`src/rtl/testport_if.sv`:
```
// Test-port write stream bundle.
//   start    : launch one frame (sampled in IDLE/DONE)
//   stall    : hold the pending write (D-cache hold emulation)
//   addr     : word address, TEST_PORT while wen=1 else 0
//   data     : frame word while wen=1 else 0
//   wen      : write strobe
//   busy     : frame in progress
//   done     : frame complete, held until next start
//   wr_count : writes retired in the current frame
interface testport_if;
  logic        start;
  logic        stall;
  logic [29:0] addr;
  logic [31:0] data;
  logic        wen;
  logic        busy;
  logic        done;
  logic [5:0]  wr_count;

  modport master (input start, stall, output addr, data, wen, busy, done, wr_count);
  modport slave  (output start, stall, input addr, data, wen, busy, done, wr_count);
endinterface

```
`src/rtl/testport_writer.sv`:
```
// testport_writer: emits a framed write stream on the test port.
// Frame: BEGIN_SYMBOL, F(0)..F(N-1), F(N-1)..F(0), END_SYMBOL.
// Each write is a one-cycle wen pulse (held while stall=1), followed by
// GAP idle cycles, except the END write which goes straight to DONE.
// Ports:
//   clk : clock, rising edge
//   rst : asynchronous active-high reset
//   tp  : testport_if.master (start/stall in; addr/data/wen/busy/done/wr_count out)
module testport_writer #(
  parameter logic [29:0] TEST_PORT    = 30'h40,
  parameter logic [31:0] BEGIN_SYMBOL = 32'h00000932,
  parameter logic [31:0] END_SYMBOL   = 32'h00000D5D,
  parameter int          N            = 16,
  parameter int          GAP          = 1
) (
  input  logic          clk,
  input  logic          rst,
  testport_if.master    tp
);
  localparam logic [2:0] S_IDLE  = 3'd0;
  localparam logic [2:0] S_BEGIN = 3'd1;
  localparam logic [2:0] S_ASC   = 3'd2;
  localparam logic [2:0] S_DESC  = 3'd3;
  localparam logic [2:0] S_END   = 3'd4;
  localparam logic [2:0] S_DONE  = 3'd5;

  // r_state advances at retirement, so during a GAP phase it already names
  // the state whose word is emitted when the gap expires.
  logic [2:0]  r_state;
  logic        r_wr;        // 1 = WR phase, 0 = GAP phase (or IDLE/DONE)
  logic [3:0]  r_gcnt;
  logic [4:0]  r_idx;       // writes retired in the current ASC/DESC half
  logic [31:0] r_cur;
  logic [31:0] r_prev;
  logic [29:0] r_addr;
  logic [31:0] r_data;
  logic        r_wen;
  logic        r_busy;
  logic        r_done;
  logic [5:0]  r_wr_count;

  logic w_active;
  logic w_retire;
  logic w_gap_end;
  logic w_last_term;

  assign w_active    = (r_state != S_IDLE) && (r_state != S_DONE);
  assign w_retire    = w_active && r_wr && !tp.stall;
  assign w_gap_end   = w_active && !r_wr && (r_gcnt == 4'(GAP - 1));
  assign w_last_term = (r_idx == 5'(N - 1));

  always_ff @(posedge clk or posedge rst) begin
    if (rst) begin
      r_state    <= S_IDLE;
      r_wr       <= 1'b0;
      r_gcnt     <= '0;
      r_idx      <= '0;
      r_cur      <= '0;
      r_prev     <= 32'd1;
      r_addr     <= '0;
      r_data     <= '0;
      r_wen      <= 1'b0;
      r_busy     <= 1'b0;
      r_done     <= 1'b0;
      r_wr_count <= '0;
    end else if (!w_active) begin
      if (tp.start) begin
        r_state    <= S_BEGIN;
        r_wr       <= 1'b1;
        r_gcnt     <= '0;
        r_idx      <= '0;
        r_cur      <= '0;
        r_prev     <= 32'd1;
        r_addr     <= TEST_PORT;
        r_data     <= BEGIN_SYMBOL;
        r_wen      <= 1'b1;
        r_busy     <= 1'b1;
        r_done     <= 1'b0;
        r_wr_count <= '0;
      end
    end else if (w_retire) begin
      r_wr       <= 1'b0;
      r_wen      <= 1'b0;
      r_addr     <= '0;
      r_data     <= '0;
      r_gcnt     <= '0;
      r_wr_count <= r_wr_count + 6'd1;
      case (r_state)
        S_BEGIN: r_state <= S_ASC;
        S_ASC: begin
          // F(N-1) is left in cur so DESC starts by repeating it
          if (w_last_term) begin
            r_state <= S_DESC;
            r_idx   <= '0;
          end else begin
            r_prev <= r_cur;
            r_cur  <= r_cur + r_prev;
            r_idx  <= r_idx + 5'd1;
          end
        end
        S_DESC: begin
          r_cur  <= r_prev;
          r_prev <= r_cur - r_prev;
          if (w_last_term) r_state <= S_END;
          else             r_idx   <= r_idx + 5'd1;
        end
        S_END: begin
          r_state <= S_DONE;
          r_busy  <= 1'b0;
          r_done  <= 1'b1;
        end
        default: r_state <= S_IDLE;
      endcase
    end else if (w_gap_end) begin
      r_wr   <= 1'b1;
      r_wen  <= 1'b1;
      r_addr <= TEST_PORT;
      r_data <= (r_state == S_END) ? END_SYMBOL : r_cur;
      r_gcnt <= '0;
    end else if (!r_wr) begin
      r_gcnt <= r_gcnt + 4'd1;
    end
  end

  assign tp.addr     = r_addr;
  assign tp.data     = r_data;
  assign tp.wen      = r_wen;
  assign tp.busy     = r_busy;
  assign tp.done     = r_done;
  assign tp.wr_count = r_wr_count;
endmodule

```
`src/flat_wrapper.sv`:
```
// flat-port wrapper written by rule: the top's interface ports become plain ports
module testport_writer_flat 
#(
  parameter logic [29:0] TEST_PORT    = 30'h40,
  parameter logic [31:0] BEGIN_SYMBOL = 32'h00000932,
  parameter logic [31:0] END_SYMBOL   = 32'h00000D5D,
  parameter int          N            = 16,
  parameter int          GAP          = 1
)
  (clk, rst, tp_start, tp_stall, tp_addr, tp_data, tp_wen, tp_busy, tp_done, tp_wr_count);
  testport_if tp_i ();
  input  logic clk;
  input  logic rst;
  input wire logic [$bits(tp_i.start)-1:0] tp_start;
  input wire logic [$bits(tp_i.stall)-1:0] tp_stall;
  output wire logic [$bits(tp_i.addr)-1:0] tp_addr;
  output wire logic [$bits(tp_i.data)-1:0] tp_data;
  output wire logic [$bits(tp_i.wen)-1:0] tp_wen;
  output wire logic [$bits(tp_i.busy)-1:0] tp_busy;
  output wire logic [$bits(tp_i.done)-1:0] tp_done;
  output wire logic [$bits(tp_i.wr_count)-1:0] tp_wr_count;
  assign tp_i.start = tp_start;
  assign tp_i.stall = tp_stall;
  assign tp_addr = tp_i.addr;
  assign tp_data = tp_i.data;
  assign tp_wen = tp_i.wen;
  assign tp_busy = tp_i.busy;
  assign tp_done = tp_i.done;
  assign tp_wr_count = tp_i.wr_count;
  testport_writer #(.TEST_PORT(TEST_PORT), .BEGIN_SYMBOL(BEGIN_SYMBOL), .END_SYMBOL(END_SYMBOL), .N(N), .GAP(GAP)) u_core (.clk(clk), .rst(rst), .tp(tp_i));
endmodule
```
`config.mk`:
```
export PLATFORM = sky130hd
export DESIGN_NAME = testport_writer_flat
export DESIGN_NICKNAME = d
export VERILOG_FILES = /design/src/rtl/testport_if.sv /design/src/rtl/testport_writer.sv /design/src/flat_wrapper.sv
export SDC_FILE = /design/constraint.sdc
export NUM_CORES = 1
export LEC_CHECK = 0
export ABC_AREA = 1
export CORE_ASPECT_RATIO = 1.75
export CORE_UTILIZATION = 44
export CTS_CLUSTER_DIAMETER = 30
export DETAILED_ROUTE_END_ITERATION = 8
export GPL_TIMING_DRIVEN = 0
export SETUP_SLACK_MARGIN = 0.3
export SLEW_MARGIN = 5
export SYNTH_ARGS = -nofsm -noshare
export SYNTH_HDL_FRONTEND = slang
export SYNTH_SLANG_ARGS = --single-unit
```
`constraint.sdc`:
```
create_clock -name clk -period 7.3 [get_ports clk]
set_input_delay 0.73 -clock clk [delete_from_list [all_inputs] [get_ports clk]]
set_output_delay 0.73 -clock clk [all_outputs]
set_load 0.005 [all_outputs]
```
==> results.json <==
{
  "outcome": "finished, final reports clean",
  "min_from": "u_core.tp.data[25]$_DFFE_PP0P_",
  "post-route-util": 0.5223,
  "ys_ff_latch": 117,
  "multi_input_area_mm2": 0.005906,
  "num_rows": 73,
  "crit_top_cell": "nand2_1",
  "yosys_most_used_dff": "dfrtp_1",
  "path_class": "register to register",
  "io_pins": 75,
  "track_usage": 0.3354,
  "synth_common_cells": "nand2_1, inv_1, nor2_1",
  "cp_max_fo": 9,
  "cp-start-kind": "register",
  "tritoncts": "yes",
  "fmax_mhz": 329.8,
  "critPathBufInv": 2,
  "cts_sinks": 117,
  "hold_depth": 2,
  "drtPass1Iterations": 7,
  "maxSlewViolCount": 0,
  "synth_top_cell_by_area": "dfrtp_1",
  "max-slew-margin-rel": 0.3802,
  "cp_num_cells": 12,
  "regArea_mm2": 0.002929,
  "drc": 0,
  "period_share": 0.4153,
  "core_area_mm2": 0.02283,
  "ff2ff_setup_slack_ns": 4.27,
  "place_hpwl_mm": 31.85,
  "die_x_um": 117.6,
  "crit_chain": "ha_1 -> clkbuf_1 -> inv_1 -> a21oi_1 -> nand2_1 -> nand2_1 -> nand2_1 -> nand2_1 -> nand2_1 -> xor2_1 -> o21ai_0 -> nand2_1",
  "synth_top_area_frac": 0.2822,
  "worst_setup_hold_path_clk_slew_ns": 0.06,
  "nFillCells": 2463,
  "cp.arrival_ns": 3.31,
  "globalplace.congestion": 1.007,
  "syn_inst": 1659,
  "synthTopCellsByArea": "dfrtp_1, nand2_1, inv_1, ha_1, nor2_1",
  "wl_per_cell_um": 18.91,
  "initial_core_util": 0.4505,
  "insertion_delay_ns": 0.44,
  "ir_drop_mv": 0.2112,
  "grt_pass1_wl_mm": 58.98,
  "grt_max_degree": 87,
  "viasPerCell": 5.136,
  "synthToLayoutAreaGrowth_pct": 15.95,
  "die_h_um": 204.3,
  "holdBufCountCts": 0,
  "fin_cells": 2064,
  "worst_path_max_delay_cell": "o21ai_0",
  "die_area_mm2": 0.02402,
  "grt_pass1_vias": 10490,
  "syn_avg_cell_area_um2": 6.200,
  "hold_end": "u_core.tp.data[25]$_DFFE_PP0P_",
  "maxCapViolations": 0,
  "setup_tns_ns": 0,
  "cts_root_buf": "clkbuf_16",
  "dpl.cell_count": 2033,
  "min_path_type": "register to register",
  "antenna_found_initial": 0,
  "diodes": 0,
  "port_buffers": 45,
  "synthArstFlopShare": 1.000,
  "yosysSeqAreaShare": 0.2848,
  "r2r_end": "u_core.r_cur[15]$_DFFE_PP0P_",
  "ys_types": 40,
  "numCtsBuffers": 17,
  "clockBufferDepth": 2,
  "hold_viol_final": 0,
  "postCtsSetupBuffers": 0,
  "worst_r2r_path_depth": 12,
  "nets": 1824,
  "ys_warn_count": 0,
  "cp.required_ns": 7.58,
  "worst_pin_slew_ns": 0.9296,
  "reg2reg_from": "u_core.r_cur[2]$_DFFE_PP0P_",
  "num_vias": 10600,
  "final_antenna_net_count": 0,
  "setup_viol": 0,
  "htreeDepth": 4,
  "drtIter0Drc": 529,
  "p_per_area_mw_per_mm2": 459.5,
  "grt_overflow": 0,
  "critical_path.top_delay_family": "compound AO/OA/AOI/OAI gates",
  "finalWirelength_mm": 39.02,
  "rsz0062_at_grt": "false",
  "p_leak_nw": 6.601,
  "layout_min_cycle_time_ns": 3.032,
  "yosysMostFrequentCell": "nand2_1",
  "skew_ns": 0.007795,
  "synth_area_mm2": 0.01029,
  "synth-edff-count": 0,
  "cts_resized": 0,
  "crit_path_end_kind": "register",
  "layout-drive-gt1-share": 0.06066,
  "cp_slowest_stage_delay_ns": 0.68
}
==> layout by cell type (no fill, tap or decap), types with 4 or more instances in the layout <==
master           instances
dfrtp_1                116
nor3_1                  14
nand2_4                  4
nand3_1                 99
nand2_1                557
clkdlybuf4s50_1         45
o211ai_1                 9
buf_4                   30
o21ai_1                  8
inv_6                    4
a21oi_1                 80
inv_1                  281
xor2_1                  13
conb_1                  29
o21ai_0                 94
o31ai_1                 18
bufinv_16                6
o21bai_1                 7
ha_1                    66
nor2_1                 137
a21oi_2                  9
nand2_2                  6
buf_2                   11
clkbuf_16               17
clkbuf_1                45
o22ai_1                 12
nand4_1                 14
inv_2                    5
==> routing by layer <==
| metal | vias to the layer above | wire [um] | track usage |
|---|---|---|---|
| met5 | - | 0 | 0 |
| met1 | 4850 | 13200 | 0.3042 |
| met4 | 0 | 4028 | 0.3292 |
| met2 | 307 | 20680 | 0.6344 |
| met3 | 147 | 1114 | 0.03906 |
| li1 | 5297 | - | - |
==> worst reg2reg max path, stage by stage (launching register included) <==
cell and delay [ns]:
dfrtp_1 0.47, ha_1 0.31, clkbuf_1 0.34, inv_1 0.14, a21oi_1 0.14, nand2_1 0.16
nand2_1 0.10, nand2_1 0.08, nand2_1 0.07, nand2_1 0.13, xor2_1 0.17, o21ai_0 0.68
nand2_1 0.09
==> report_power, final <==
group	internal [mW]	switching (mW)
clock network	0.660	0.335
logic	1.01	2.45
registers	0.841	0.182
total	2.51	2.97
==> worst max path at each step <==
| stage | from | to | slack (ns) |
|---|---|---|---|
| detailed placement | tp_start | u_core.r_prev[21]$_DFFE_PP0P_ | 4.41 |
| CTS | u_core.r_cur[26]$_DFFE_PP0P_ | u_core.r_cur[29]$_DFFE_PP0P_ | 4.50 |
| global route | u_core.r_cur[2]$_DFFE_PP0P_ | u_core.r_cur[15]$_DFFE_PP0P_ | 4.08 |
| floorplan | rst | u_core.r_cur[0]$_DFFE_PP0P_ | 3.47 |
| global placement | rst | u_core.r_prev[5]$_DFFE_PP0P_ | 1.40 |
| finish | u_core.r_cur[2]$_DFFE_PP0P_ | u_core.r_cur[15]$_DFFE_PP0P_ | 4.27 |
==> per-stage QoR <==
step	cell area (um2)	setup WS [ns]	power (mW)	hold WS, ns
3_5_place_dp	11250	4.412	4.439	0.4689
4_1_cts	11930	4.499	5.450	0.4831
6_report	11930	4.268	5.480	0.4799
2_1_floorplan	10390	3.471	3.230	0.4721
3_3_place_gp	11220	1.398	4.415	0.4687
5_1_grt	11930	4.082	5.897	0.4951
==> cells by family after synthesis <==
family,count (synthesis),share of synthesized area
adder cells (fa/ha/maj),68,0.08417
buffers and inverters,375,0.1513
flip-flops,117,0.2848
AND/OR/NAND/NOR,839,0.3323
XOR/XNOR,15,0.01277
AO/OA/AOI/OAI,244,0.1343
other,1,0.0003646
==> registers in the layout, indices dropped and copies added, names as in the netlist <==
name	cells
u_core.r_cur	32
u_core.r_prev	32
u_core.tp.data	32
u_core.tp.wr_count	6
u_core.r_idx	5
u_core.r_gcnt	4
u_core.r_state	3
u_core.tp.addr	1
u_core.tp.busy	1
u_core.tp.done	1
==> area by class of cell <==
type,count,area share
Clock buffer,20,0.03829
Clock inverter,11,0.01846
Sequential cell,117,0.2456
Tap cell,300,0.03147
Buffer,88,0.04018
Timing Repair Buffer,46,0.04008
Multi-Input combinational cell,1195,0.4952
Inverter,287,0.09075
(Power assumes the default switching activity.)
